--- config.mk ---
export PLATFORM = sky130hd
export DESIGN_NAME = mem_stage_lsu
export DESIGN_NICKNAME = d
export VERILOG_FILES = /design/src/rtl/mem_stage_lsu.sv
export SDC_FILE = /design/constraint.sdc
export NUM_CORES = 1
export LEC_CHECK = 0
export ABC_AREA = 1
export ABC_CLOCK_PERIOD_IN_PS = 2200
export CAP_MARGIN = 5
export CORE_MARGIN = 3
export CORE_UTILIZATION = 43
export DETAILED_ROUTE_END_ITERATION = 8
export HOLD_SLACK_MARGIN = 0.15
export PLACE_DENSITY = 0.78
export SETUP_SLACK_MARGIN = 0.02
export SYNTH_ARGS = -nofsm -noshare
export SYNTH_HDL_FRONTEND = slang
export SYNTH_SLANG_ARGS = --single-unit
--- constraint.sdc ---
create_clock -name clk -period 2.2 [get_ports clk]
set_input_delay 0.55 -clock clk [delete_from_list [all_inputs] [get_ports clk]]
set_output_delay 0.55 -clock clk [all_outputs]
set_load 0.01 [all_outputs]
--- src/rtl/mem_stage_lsu.sv ---
// mem_stage_lsu: memory-access pipeline stage (between EX and WB).
// Accepts an op from EX. A load waits for a data-SRAM data_ok pulse. If WB
// is stalling when the data arrives, it is held in a one-entry buffer. Load
// data is aligned and sign- or zero-extended. A flush kills the op in MS.
// When the killed op is a load whose response is still outstanding, that
// response is remembered in a counter so that it can be discarded later.
// The stage also drives forwarding and interlock information to ID.
//
// Ports:
//   clk, reset            clock, synchronous active-high reset
//   ws_allowin            WB can accept this cycle
//   ms_allowin            MS can accept from EX
//   es_to_ms_valid/bus    op from EX {pc, dest, gr_we, is_load, load_op, alu_result}
//   ms_to_ws_valid/bus    op to WB   {pc, dest, gr_we, final_result}
//   ms_flush              kill the op in MS
//   data_sram_data_ok     one-cycle read-data-valid pulse (oldest request)
//   data_sram_rdata       read data
//   ms_fwd_we/dest/data   forwarding info for ID
//   ms_fwd_stall          load in MS without data yet; ID must interlock
module mem_stage_lsu #(
  parameter int PC_W         = 32,
  parameter int REG_ADDR_W   = 5,
  parameter int CANCEL_CNT_W = 2,
  parameter int ES_WD        = PC_W + REG_ADDR_W + 37,
  parameter int MS_WD        = PC_W + REG_ADDR_W + 33
) (
  input  logic                  clk,
  input  logic                  reset,
  input  logic                  ws_allowin,
  output logic                  ms_allowin,
  input  logic                  es_to_ms_valid,
  input  logic [ES_WD-1:0]      es_to_ms_bus,
  output logic                  ms_to_ws_valid,
  output logic [MS_WD-1:0]      ms_to_ws_bus,
  input  logic                  ms_flush,
  input  logic                  data_sram_data_ok,
  input  logic [31:0]           data_sram_rdata,
  output logic                  ms_fwd_we,
  output logic [REG_ADDR_W-1:0] ms_fwd_dest,
  output logic [31:0]           ms_fwd_data,
  output logic                  ms_fwd_stall
);

  logic                    ms_valid;
  logic [ES_WD-1:0]        ms_bus;
  logic                    buf_valid;
  logic [31:0]             buf_data;
  logic [CANCEL_CNT_W-1:0] cancel_cnt;
  logic [CANCEL_CNT_W-1:0] cancel_next;

  logic [PC_W-1:0]         pc;
  logic [REG_ADDR_W-1:0]   dest;
  logic                    gr_we;
  logic                    is_load;
  logic [2:0]              load_op;
  logic [31:0]             alu_result;

  logic                    cancel_idle;
  logic                    data_live;
  logic                    data_use;
  logic                    ms_ready_go;
  logic                    leave;
  logic                    cancel_inc;
  logic                    cancel_dec;
  logic [31:0]             raw;
  logic [7:0]              ld_byte;
  logic [15:0]             ld_half;
  logic [31:0]             aligned;
  logic [31:0]             final_result;

  assign pc         = ms_bus[ES_WD-1 -: PC_W];
  assign dest       = ms_bus[37 +: REG_ADDR_W];
  assign gr_we      = ms_bus[36];
  assign is_load    = ms_bus[35];
  assign load_op    = ms_bus[34:32];
  assign alu_result = ms_bus[31:0];

  // While any cancelled response is still pending, an arriving data_ok
  // belongs to a killed load. It never counts as data for the current op.
  assign cancel_idle = (cancel_cnt == {CANCEL_CNT_W{1'b0}});
  assign data_live   = data_sram_data_ok & cancel_idle;
  assign data_use    = data_live & ms_valid & is_load & ~buf_valid;

  assign ms_ready_go    = ~is_load | buf_valid | data_live;
  assign ms_allowin     = ~ms_valid | (ms_ready_go & ws_allowin);
  assign ms_to_ws_valid = ms_valid & ms_ready_go & ~ms_flush;
  assign leave          = ms_to_ws_valid & ws_allowin;

  // A flushed load whose response is still owed leaves a response to discard.
  assign cancel_inc = ms_flush & ms_valid & is_load & ~buf_valid & ~data_use;
  assign cancel_dec = data_sram_data_ok & ~cancel_idle;

  // Load data alignment and extension.
  always_comb begin
    raw     = data_sram_data_ok ? data_sram_rdata : buf_data;
    ld_byte = 8'h00;
    ld_half = 16'h0000;
    aligned = raw;
    case (alu_result[1:0])
      2'd0:    ld_byte = raw[7:0];
      2'd1:    ld_byte = raw[15:8];
      2'd2:    ld_byte = raw[23:16];
      2'd3:    ld_byte = raw[31:24];
      default: ld_byte = raw[7:0];
    endcase
    if (alu_result[1]) begin
      ld_half = raw[31:16];
    end else begin
      ld_half = raw[15:0];
    end
    case (load_op)
      3'b000:  aligned = {{24{ld_byte[7]}}, ld_byte};
      3'b100:  aligned = {24'h000000, ld_byte};
      3'b001:  aligned = {{16{ld_half[15]}}, ld_half};
      3'b101:  aligned = {16'h0000, ld_half};
      default: aligned = raw;
    endcase
    if (is_load) begin
      final_result = aligned;
    end else begin
      final_result = alu_result;
    end
  end

  // Next value of the cancelled-response counter. It saturates at its maximum.
  // An increment and a decrement in the same cycle cancel each other out.
  always_comb begin
    cancel_next = cancel_cnt;
    case ({cancel_inc, cancel_dec})
      2'b10: begin
        if (cancel_cnt != {CANCEL_CNT_W{1'b1}}) begin
          cancel_next = cancel_cnt + CANCEL_CNT_W'(1);
        end else begin
          cancel_next = cancel_cnt;
        end
      end
      2'b01:   cancel_next = cancel_cnt - CANCEL_CNT_W'(1);
      default: cancel_next = cancel_cnt;
    endcase
  end

  // Stage valid bit and bus register. On a flush, any op offered by EX is dropped.
  always_ff @(posedge clk) begin
    if (reset) begin
      ms_valid <= 1'b0;
      ms_bus   <= {ES_WD{1'b0}};
    end else if (ms_flush) begin
      ms_valid <= 1'b0;
    end else if (ms_allowin) begin
      ms_valid <= es_to_ms_valid;
      if (es_to_ms_valid) begin
        ms_bus <= es_to_ms_bus;
      end
    end
  end

  // Holds load data that arrived while WB was stalling.
  always_ff @(posedge clk) begin
    if (reset) begin
      buf_valid <= 1'b0;
      buf_data  <= 32'h0000_0000;
    end else if (ms_flush || leave) begin
      buf_valid <= 1'b0;
    end else if (data_use && !ws_allowin) begin
      buf_valid <= 1'b1;
      buf_data  <= data_sram_rdata;
    end
  end

  // Cancelled-response counter register.
  always_ff @(posedge clk) begin
    if (reset) begin
      cancel_cnt <= {CANCEL_CNT_W{1'b0}};
    end else begin
      cancel_cnt <= cancel_next;
    end
  end

  assign ms_to_ws_bus = {pc, dest, gr_we, final_result};
  assign ms_fwd_we    = ms_valid & gr_we;
  assign ms_fwd_dest  = dest;
  assign ms_fwd_data  = final_result;
  assign ms_fwd_stall = ms_valid & is_load & ~ms_ready_go;

endmodule

Word-level counts from Yosys, hierarchy flattened
Cells that the tools add are included.
Widths: inputs -> output; s select.
Storage, ports and cells
  input port bits: 112
  logic and storage cells: 63
  output and inout bits: 111
  flip-flop bits (word level): 110
Cells by class
  add/subtract/negate cells: 2
  bitwise gates (word level): 27
  reductions and logical operators: 12
  muxes and demuxes: 7
  eq/ne operators: 10
Operators with widths (count)
  $pmux 32 s4: 1
  $mux 32: 2
  $pmux 8 s4: 1
  $and 1x1->1: 16
  $mux 16: 1
  $not 1->1: 8
  $eq 2x2->1 const B: 3
  $eq 3x3->1 const B: 2
  $eq 2x1->1 const B: 2
  $logic_not 2->1: 2
  $ne 2x2->1 const B: 2
  $pmux 2 s2: 1
  $reduce_and 2->1: 2
  $reduce_or 2->1: 2
  $eq 3x1->1 const B: 1
  $logic_not 3->1: 1
  $or 1x1->1: 3
  $reduce_and 3->1: 1
  $add 2x1->2 const B: 1
  $mux 2: 1
  $reduce_bool 2->1: 1
  $sub 2x1->2 const B: 1
  $logic_and 1x1->1: 1
  $logic_not 1->1: 1
  $logic_or 1x1->1: 1

Longest topological paths before layout
  depth after elaboration: 10
  depth in mapped cells: 14
  depth with buffers taken out: 11

Worst setup path after synthesis
Ideal clock, no wire load.
  path kind: in2out
  start point: input data_sram_data_ok
  end point: output ms_to_ws_bus[15]
  setup slack: -0.243 ns
  arrival time: 1.893 ns
  required time: 1.650 ns
  path buffers: 4
  stages on the path: 10
  cell sequence: buf_4 -> inv_2 -> buf_4 -> nand2_1 -> o21ai_0 -> nand2_1 -> nand3_2 -> buf_4 -> a22oi_1 -> buf_4
Between the ends
  word-level cells in the longest chain between the ends: 4
  elaborated cells between the ends (all ways): 5
  classes of those cells: 5 x mux
Ends and longest elaborated chain
  start: declaration: line 36  | input logic data_sram_data_ok,
  $mux 32 *: line 95  | raw = data_sram_data_ok ? data_sram_rdata : buf_data;
  $pmux 8 s4 or $mux 16 (tied branches): line 99, 106
  $pmux 32 s4 *: line 111  | case (load_op)
  $mux 32 *: line 118  | if (is_load) begin
  end: declaration: line 34  | output logic [MS_WD-1:0] ms_to_ws_bus,
Mark *: on every way between the ends. The rest lies on a longest branch, timed or not.

Worst setup path after layout
  start point: input data_sram_data_ok
  end point: output ms_fwd_data[22]
Between the ends
  word-level cells in the longest chain between the ends: 4
  elaborated cells between the ends (all ways): 5
  classes of those cells: 5 x mux
Ends and longest elaborated chain
  $mux 32 *: line 95
  $pmux 8 s4 or $mux 16 (tied branches): line 99, 106
  $pmux 32 s4 *: line 111
  $mux 32 *: line 118
  end: declaration: line 40  | output logic [31:0] ms_fwd_data,
Marked as above.

==> results.yml <==
status:
  outcome: "complete, but fails checks"
  violated_checks: "negative setup slack"
pwr:
  total_switching_power_mw: 1.84
  share_seq_of_total_power: 0.368
  clockPowerShare: 0.303
  switching_portion_of_total_power: 0.316
  ir_drop_v: 0.000394
  cellPowerDensity_nw_per_um2: 556
  p_comb_frac: 0.328
  p_int_mw: 3.98
  cellLeakagePower_nw: 5.33
place:
  detailed_place_hpwl_mm: 15.3
  place_inst: 1567
  place.port_buffers: 222
  routabilityCongestion: 0.979
synthesis:
  yosys.area.top_type: "sky130_fd_sc_hd__dfxtp_1"
  syn_avg_cell_area_um2: 5.83
  yosysSeqAreaShare: 0.314
  synthDominantCellAreaShare: 0.314
  synthesis.instances: 1202
  yosysWarningCount: 0
  yosys_register_bits: 110
  synth_top_cells_by_area: "sky130_fd_sc_hd__dfxtp_1 (31%), sky130_fd_sc_hd__nand2_1 (15%), sky130_fd_sc_hd__inv_1 (14%), sky130_fd_sc_hd__buf_4 (8.6%), sky130_fd_sc_hd__nand3_1 (7.9%)"
  yosys.cell_types.count: 22
  mappedNetlistArea_um2: 7000
  synth_nets: 1314
clock_tree:
  cts_made_buffers: 9
  clkLatencyLatePin_ns: 0.36
  cts-root-buf: "sky130_fd_sc_hd__clkbuf_16"
  cts.reportedPaths.clkPinSlew_ns: 0.07
  cts_max_level: 3
  cts_max_path_buffers: 2
  cts.hold.buffers_added: 0
  clock_sink_count: 110
  tritoncts_clock_tree: "built"
critical_path:
  worst-endpoint-arrival_ns: 1.88
  timing.critical_path.slowest_stage_cell: "sky130_fd_sc_hd__buf_8"
  critical_path.top_delay_family: "buffers and inverters"
  timing.critical_path.cells: "buf_12 > buf_12 > inv_12 > nand2_1 > nand2_4 > a21oi_4 > nand2_4 > nand3_4 > buf_8 > nand3_2 > nand2_1 > inv_2 > buf_6"
  kind_of_start_point_of_the_critical_path: "input port"
  worst_path_required_time_ns: 1.65
  crit_path_end_kind: "output port"
  critical-path-max-stage-delay_ns: 0.18
  critical_path_peak_fanout: 6
  crit_buf_inv: 6
  critical_path_class: "in2out"
min_path:
  classification_of_the_worst_slack_hold_path: "reg2reg"
final_layout:
  final_core_utilization: 0.658
  post_route_cells_drive_above_1_share: 0.253
  multi_input_area_um2: 3500
  sequential_cell_area_um2: 2210
  n_fill_cell: 1364
  final_net_count: 1493
  antenna_cells_inserted: 0
  flow.area_growth_from_synthesis_pct: 49.4
  instances_no_fill: 1602
floorplanning:
  placement_rows: 46
  floorplan.initialDensity: 0.441
  die_height_um: 134
  boundaryPins: 223
  dieArea_um2: 17900
  die_width_um: 134
  core_area_um2: 15900
detailed_routing:
  routed_wl_mm: 21.9
  post_drt_via_cell_ratio: 4.70
  wl_per_cell_um: 13.7
  detailedRoute.firstPassIterationCount: 5
  via_count: 7537
  drt_first_iter_violations: 529
  drcViolationCount: 0
  route.antenna.remaining_nets: 0
timing:
  finalSetupViolations: 64
  finalHoldViolCount: 0
  finalWorstSetupSlack_ns: -0.227
  finalCriticalPeriod_ns: 2.43
  clock_skew_ns: 0.00924
  worst_slew_pin_slew_ns: 0.316
  fmax_ghz: 0.412
  rsz0062_at_grt: "yes"
  maxSlewHeadroom: 0.789
  final.period_utilization: 1.10
  timing_max_transition_violations_final: 0
global_routing:
  grt_first_pass_wirelength_mm: 34.0
  grt_max_degree: 65
  number_of_antenna_violations_at_the_first_check_in_global_routing: 0
  grt_overflow: 0
  via_count_of_the_first_global_routing_pass: 6874
  gr-usage-all-layers: 0.232
run:
  maxCapViolCount: 0
layer usage:
layer | wire (µm) | global-route usage | share of wire | vias up
li1 | - | - | - | 3816
met1 | 9270 | 0.302 | 0.42 | 3387
met2 | 10600 | 0.387 | 0.48 | 274
met3 | 1350 | 0.0381 | 0.062 | 60
met4 | 716 | 0.0914 | 0.033 | 0
met5 | 0 | 0 | 0 | -
worst reg2reg max path, cell delays in order, from the launching register on:
cell and delay, ns:
sky130_fd_sc_hd__dfxtp_1 0.32, sky130_fd_sc_hd__inv_2 0.18, sky130_fd_sc_hd__nor2_1 0.08, sky130_fd_sc_hd__o21ai_2 0.08, sky130_fd_sc_hd__inv_2 0.07, sky130_fd_sc_hd__o21ai_4 0.14, sky130_fd_sc_hd__buf_4 0.33, sky130_fd_sc_hd__nand2_2 0.16
sky130_fd_sc_hd__buf_12 0.21, sky130_fd_sc_hd__nand2_1 0.09, sky130_fd_sc_hd__inv_2 0.03, sky130_fd_sc_hd__nor2_1 0.11
repair_timing:
action                     in CTS  in global routing
buffers inserted               13                  4
pin swaps                      55                 38
resized for setup             452                 87
setup endpoints to repair     142                 94
gates cloned                    5                  2
final timing paths:
kind	start	endpoint	cells after the start	slack, ns
worst max-delay path	data_sram_data_ok	ms_fwd_data[22]	13	-0.23
worst min register to register	buf_data[3]	buf_data[3]	2	0.45
worst min-delay path	buf_data[3]	buf_data[3]	2	0.45
worst max register to register	ms_bus[35]	ms_bus[2]	11	0.33
power groups by stage:
stage                     Sequential, mW  Clock, mW  Combinational, mW
after global placement              2.18          0               1.66
after detailed placement            2.19          0               1.68
after CTS                           2.14       1.80               1.83
final                               2.14       1.76               1.91
after global routing                2.15       1.86               2.07
after floorplan                     2.17          0               1.01
cells in the mapped netlist:
master	instances
sky130_fd_sc_hd__nand2_1	279
sky130_fd_sc_hd__inv_1	270
sky130_fd_sc_hd__nor2_1	129
sky130_fd_sc_hd__nand3_1	111
sky130_fd_sc_hd__dfxtp_1	110
sky130_fd_sc_hd__buf_4	80
sky130_fd_sc_hd__a21oi_1	68
sky130_fd_sc_hd__o21ai_0	63
sky130_fd_sc_hd__clkbuf_1	36
sky130_fd_sc_hd__inv_2	22
sky130_fd_sc_hd__buf_2	8
sky130_fd_sc_hd__buf_1	7
sky130_fd_sc_hd__buf_6	7
sky130_fd_sc_hd__nor3_1	3
sky130_fd_sc_hd__o21ai_2	2
sky130_fd_sc_hd__a22oi_1	1
sky130_fd_sc_hd__nand3_2	1
sky130_fd_sc_hd__nand4_1	1
sky130_fd_sc_hd__nor2_2	1
sky130_fd_sc_hd__o211ai_1	1
sky130_fd_sc_hd__o21ai_1	1
sky130_fd_sc_hd__or2_2	1
cell families (layout without fill, tap and decap cells):
| group | count (synthesis) | count (layout) | share of synthesized area |
|---|---|---|---|
| buffers and inverters | 430 | 614 | 0.282 |
| and+or+nand+nor | 526 | 526 | 0.304 |
| DFF | 110 | 110 | 0.314 |
| AOI/OAI and AO/OA | 136 | 136 | 0.0990 |
registers in the layout, summed over array words and instances, names as in the netlist:
signal and count:
ms_valid 1, buf_data 32, buf_valid 1, cancel_cnt 2
ms_bus 74
stage by stage:
stage | TNS [ns] | setup slack (ns) | power (mW) | hold slack, ns | instance area, µm²
after floorplan | -0.685 | -0.0816 | 3.18 | 0.424 | 7200
after global placement | -123.37 | -1.06 | 3.84 | 0.431 | 9370
after detailed placement | -125.99 | -1.08 | 3.86 | 0.436 | 9370
after CTS | -12.63 | -0.270 | 5.77 | 0.447 | 10100
after global routing | -16.07 | -0.291 | 6.08 | 0.470 | 10500
final | -11.84 | -0.227 | 5.81 | 0.447 | 10500
final cells by class:
| type | count | share of cell area |
|---|---|---|
| clock buffers | 11 | 0.0242 |
| clock inverters | 5 | 0.00622 |
| inverters | 292 | 0.106 |
| multi-input cells | 662 | 0.335 |
| flip-flops and latches | 110 | 0.211 |
| well taps | 216 | 0.0258 |
| repair buffers | 305 | 0.290 |
| repair inverters | 1 | 0.000837 |
cell usage in the layout (no fill, tap or decap), drive strengths merged:
cell type / instances
inv: 294
nand2: 279
buf: 147
clkdlybuf4s50: 132
nor2: 130
nand3: 112
dfxtp: 110
a21oi: 68
o21ai: 66
dlygate4sd2: 19
clkbuf: 13
clkdlybuf4s15: 4
nor3: 3
clkinv: 3
a22oi: 1
nand4: 1
o211ai: 1
or2: 1
bufinv: 1
dlymetal6s2s: 1
Power figures use the tool's default switching activity.
